## config.mk

```make
export PLATFORM = sky130hd
export DESIGN_NAME = home_load_arbiter
export DESIGN_NICKNAME = d
export VERILOG_FILES = /design/src/rtl/home_load_arbiter.sv
export SDC_FILE = /design/constraint.sdc
export NUM_CORES = 1
export LEC_CHECK = 0
export BUFFER_PORTS_ARGS = -buffer_cell sky130_fd_sc_hd__buf_4
export CORE_UTILIZATION = 64
export DETAILED_ROUTE_END_ITERATION = 10
export GPL_TIMING_DRIVEN = 0
export PLACE_DENSITY = 0.9
export SLEW_MARGIN = 0
export SYNTH_ARGS = -nofsm -noshare
export SYNTH_HDL_FRONTEND = slang
export SYNTH_SLANG_ARGS = --single-unit
```

## constraint.sdc

```tcl
create_clock -name clk_i -period 5 [get_ports clk_i]
set_clock_uncertainty 0.1 [all_clocks]
set_input_delay 0.25 -clock clk_i [delete_from_list [all_inputs] [get_ports clk_i]]
set_output_delay 0.25 -clock clk_i [all_outputs]
set_load 0.01 [all_outputs]
```

## src/rtl/home_load_arbiter.sv

```systemverilog
// home_load_arbiter: safety loads pass straight through; comfort loads share power slots
// via round-robin arbitration with min-on/min-off timers and shedding while safety is active.
module home_load_arbiter #(
  parameter int MAX_ACTIVE = 2,
  parameter int MIN_ON     = 8,
  parameter int MIN_OFF    = 4,
  parameter int CNT_W      = 8
) (
  input  logic       clk_i,
  input  logic       rst_ni,
  input  logic [4:0] req_i,
  output logic [4:0] grant_o,
  output logic [4:0] pending_o,
  output logic [1:0] active_cnt_o,
  output logic       shed_pulse_o
);
  typedef enum logic [1:0] {OFF, ON, COOL} state_e;
  state_e           state_q [3];
  state_e           state_d [3];
  logic [CNT_W-1:0] tmr_q [3];
  logic [CNT_W-1:0] tmr_d [3];
  logic [1:0]       ptr_q, ptr_d, cnt_q, cnt_d, limit, idx;
  logic [4:0]       grant_q, grant_d, pending_q;
  logic [2:0]       on, cand, win, shed_v, on_d;
  logic             shed_q, shed, go;
  function automatic logic [1:0] wrap3(input logic [2:0] v);
    return v >= 3'd3 ? 2'(v - 3'd3) : v[1:0];
  endfunction
  assign limit  = 2'(MAX_ACTIVE) - {1'b0, grant_q[0] | grant_q[1]};
  assign shed   = cnt_q > limit;
  assign go     = !shed && (cnt_q < limit);
  assign shed_v = shed ? (on[2] ? 3'b100 : on[1] ? 3'b010 : {2'b00, on[0]}) : 3'b000;
  always_comb begin
    on   = '0;
    cand = '0;
    for (int i = 0; i < 3; i++) begin
      on[i]   = state_q[i] == ON;
      cand[i] = state_q[i] == OFF && req_i[i+2];
    end
  end
  // Scan downward so the candidate closest to the pointer wins last.
  always_comb begin
    win   = '0;
    ptr_d = ptr_q;
    idx   = '0;
    for (int k = 2; k >= 0; k--) begin
      idx = wrap3({1'b0, ptr_q} + 3'(k));
      if (go && cand[idx]) begin
        win      = '0;
        win[idx] = 1'b1;
        ptr_d    = wrap3({1'b0, idx} + 3'd1);
      end
    end
  end
  always_comb begin
    on_d = '0;
    for (int i = 0; i < 3; i++) begin
      state_d[i] = state_q[i];
      tmr_d[i]   = tmr_q[i];
      if (state_q[i] == OFF && win[i]) begin
        state_d[i] = ON;
        tmr_d[i]   = CNT_W'(MIN_ON - 1);
      end else if (state_q[i] == ON && (shed_v[i] || (!req_i[i+2] && tmr_q[i] == '0))) begin
        state_d[i] = COOL;
        tmr_d[i]   = CNT_W'(MIN_OFF - 1);
      end else if (state_q[i] == COOL && tmr_q[i] == '0) begin
        state_d[i] = OFF;
      end else if (state_q[i] != OFF && tmr_q[i] != '0) begin
        tmr_d[i] = tmr_q[i] - 1'b1;
      end
      on_d[i] = state_d[i] == ON;
    end
  end
  assign grant_d = {on_d, req_i[1:0]};
  assign cnt_d   = 2'(on_d[0]) + 2'(on_d[1]) + 2'(on_d[2]);
  always_ff @(posedge clk_i or negedge rst_ni) begin
    if (!rst_ni) begin
      grant_q   <= '0;
      pending_q <= '0;
      cnt_q     <= '0;
      shed_q    <= 1'b0;
      ptr_q     <= '0;
      for (int i = 0; i < 3; i++) begin
        state_q[i] <= OFF;
        tmr_q[i]   <= '0;
      end
    end else begin
      grant_q   <= grant_d;
      pending_q <= req_i & ~grant_d;
      cnt_q     <= cnt_d;
      shed_q    <= shed;
      ptr_q     <= ptr_d;
      for (int i = 0; i < 3; i++) begin
        state_q[i] <= state_d[i];
        tmr_q[i]   <= tmr_d[i];
      end
    end
  end
  assign grant_o      = grant_q;
  assign pending_o    = pending_q;
  assign active_cnt_o = cnt_q;
  assign shed_pulse_o = shed_q;
endmodule
```

==> flow_summary_export.csv <==
group,metric,value,unit
sta,setup_ws,1.66,ns
power_and_ir_drop,leakagePower,1.28,nW
sta,hold_viol_final,0,
yosys,synth_seq_cells,43,
finish,diodes,0,
critical_path,worst_setup_path_start_kind,"flip-flop",
sta,timing.final.crit_period,3.34,ns
routing,postRouteAntennaNets,0,
floorplanning,fp.dieW,65.8,um
clock_network,path_clk_slew,0.07,ns
finish,drive_gt1_share,12.6,%
sta,timing.setup.tns,0,ns
hold_path,hold_class,"input pin to flip-flop",
grt,grt_max_degree,44,
floorplanning,placeableCoreArea,3770,sq um
sta,setup_viol,0,
routing,via_per_inst,6.26,
yosys,ys_seq_area_share,41.4,%
sta,rsz0062_at_grt,"no",
finish,synthToLayoutAreaGrowth,11.6,%
clock_network,numCtsBuffers,5,
yosys,async_reset_ff_share,100,%
grt,antenna_found_initial,0,
sta,drv_slew,0,
power_and_ir_drop,p_per_area,579,nW/um^2
yosys,synth_cells,272,
outcome,status,"finished clean",
yosys,synthesis.area,2600,sq um
routing,vias,2185,
floorplanning,dieArea,4320,sq um
grt,grt_pass1_wl,9330,um
critical_path,worstPathArrival,3.48,ns
critical_path,r2r_start,"grant_o[1]$_DFF_PN0_",
hold_path,min_from,"req_i[4]",
routing,drt_iter0_drc,203,
sta,fmax,299,MHz
clock_network,cts_resized,0,
hold_path,hold_depth,2,
critical_path,r2r_setup_slack,1.66,ns
placed_design,numPortBuffers,17,
sta,timing.final.crit_share,66.8,%
critical_path,cp.required,5.14,ns
power_and_ir_drop,max-vdd-ir-drop,0.306,mV
run,cap_violations,0,
floorplanning,start_util,69.0,%
clock_network,root_buffer,"clkbuf_8",
critical_path,path_class,"flip-flop to flip-flop",
placed_design,dp_hpwl,4080,um
clock_network,cts_max_level,2,
clock_network,worstSkewPairLatency,0.30,ns
critical_path,reg2reg_to,"active_cnt_o[0]$_DFF_PN0_",
routing,wl_per_cell,16.1,um
floorplanning,boundaryPins,20,
yosys,synth_edf_count,0,
placed_design,gp_congestion,0.884,
sta,tightest_slew,0.873,ns
routing,wirelength,5610,um
routing,drc,0,
floorplanning,die_y,65.8,um
critical_path,reg2regPathDepth,8,
yosys,yosys_most_used_dff,"dfrtp_1",
clock_network,postCtsSetupBuffers,0,
sta,timing.slew.headroom,41.2,%
grt,grt_pass1_vias,2045,
finish,nNetsFinal,320,
routing,drtPass1Iterations,4,
yosys,yosysUniqueCellTypes,58,
yosys,yosysWarnings,0,
yosys,syn_avg_cell_area,9.56,sq um
grt,grt_util_all_layers,29.0,%
floorplanning,num_rows,22,
critical_path,crit_path_end_kind,"flip-flop",
critical_path,cp_max_fo,9,
clock_network,cts_buffer_depth,2,
hold_path,whs_endpoint,"pending_o[4]$_DFF_PN0_",
clock_network,cts_sinks,43,
clock_network,cts_tree,"built",
placed_design,dpl_worst_slack,1.67,ns
grt,grt_overflow_total,0,
placed cells by master, fill, tap and decap left out, types with 12 or more instances in the layout:
cell	count
inv_1	17
nor2_1	15
dfrtp_1	43
ha_1	12
xor2_1	14
nand2_1	15
nand3_1	14
buf_4	19
nor3_1	21
o21ai_0	12
worst max-delay path by stage:
stage,start,end
global route,grant_o[1]$_DFF_PN0_,active_cnt_o[0]$_DFF_PN0_
detailed placement,grant_o[1]$_DFF_PN0_,active_cnt_o[0]$_DFF_PN0_
CTS,grant_o[1]$_DFF_PN0_,active_cnt_o[0]$_DFF_PN0_
floorplan,ptr_q[0]$_DFFE_PN0P_,active_cnt_o[0]$_DFF_PN0_
global placement,grant_o[1]$_DFF_PN0_,active_cnt_o[0]$_DFF_PN0_
finish,grant_o[1]$_DFF_PN0_,active_cnt_o[0]$_DFF_PN0_
worst max-delay path, cell delays in order (launching register included):
cell and delay (ns):
dfrtp_1 0.37, or2_2 0.32, ha_1 0.34, nor2b_1 0.23
o221ai_1 0.26, o22ai_1 0.64, nor3b_1 0.14, or2_2 0.35
fa_1 0.53
where the power goes:
part           switching [mW]  leakage (nW)  internal [mW]
Sequential              0.130         0.522          0.495
Clock                   0.117        0.0422         0.0981
Combinational           0.480         0.713          0.361
state kept, by name, summed over array words and instances (netlist names):
| signal | count |
|---|---|
| tmr_q | 24 |
| pending_o | 3 |
| active_cnt_o | 2 |
| shed_pulse_o | 1 |
| grant_o | 5 |
| state_q | 6 |
| ptr_q | 2 |
per-layer routing:
metal | GRT usage [%] | vias up | part of all wire, %
li1 | - | 1041 | -
met1 | 39.9 | 1059 | 45
met2 | 45.4 | 77 | 48
met3 | 6.08 | 8 | 5.5
met4 | 9.51 | 0 | 1.4
met5 | 0 | - | 0
cells in the mapped netlist, drive strengths merged (4+ instances only):
library cell | number | share of area [%]
nor4 | 4 | 0.96
clkbuf | 4 | 0.63
nand3 | 14 | 2.7
nand2 | 15 | 2.2
or3 | 6 | 1.6
dfrtp | 43 | 41
or2 | 4 | 0.96
inv | 17 | 2.5
nor3b | 8 | 2.3
nor3 | 21 | 4.0
buf | 6 | 1.8
a21o | 4 | 1.2
xnor2 | 7 | 2.4
xor2 | 14 | 4.7
a21oi | 9 | 1.9
ha | 12 | 5.8
nor2 | 15 | 2.2
nand2b | 6 | 1.4
o21ai | 12 | 2.3
nor4b | 4 | 1.3
area by class of cell:
class	count	area (sq um)
buffer	10	63.8
clock buffer	7	76.3
clock inverter	1	5.00
fill	285	867
inverter	17	63.8
multi-input combinational	203	1400
sequential	43	1080
tap	48	60.1
timing repair buffer	20	158
what timing repair did:
item	in CTS	in global routing
endpoints found under the setup margin	0	0
hold buffers	3	0
hold endpoints to repair	45	0
metrics by stage:
step	hold WS [ns]	instances	power [mW]	util (%)	cell area [sq um]
6_report	0.124	349	1.68	77.0	2900
2_1_floorplan	-0.146	273	1.23	-	2610
3_3_place_gp	0.165	338	1.41	74.1	2790
5_1_grt	0.120	349	1.81	77.0	2900
3_5_place_dp	0.179	338	1.45	74.1	2790
4_1_cts	0.117	349	1.68	77.0	2900
logic make-up after synthesis:
kind of cell    share of synthesized area, %
flops                                   41.4
simple gates                            25.4
fa+ha+maj                               6.54
compound gates                          14.5
xor+xnor                                7.07
buf+inv                                 4.91
other cells                            0.144
Power figures use the tool's default switching activity.
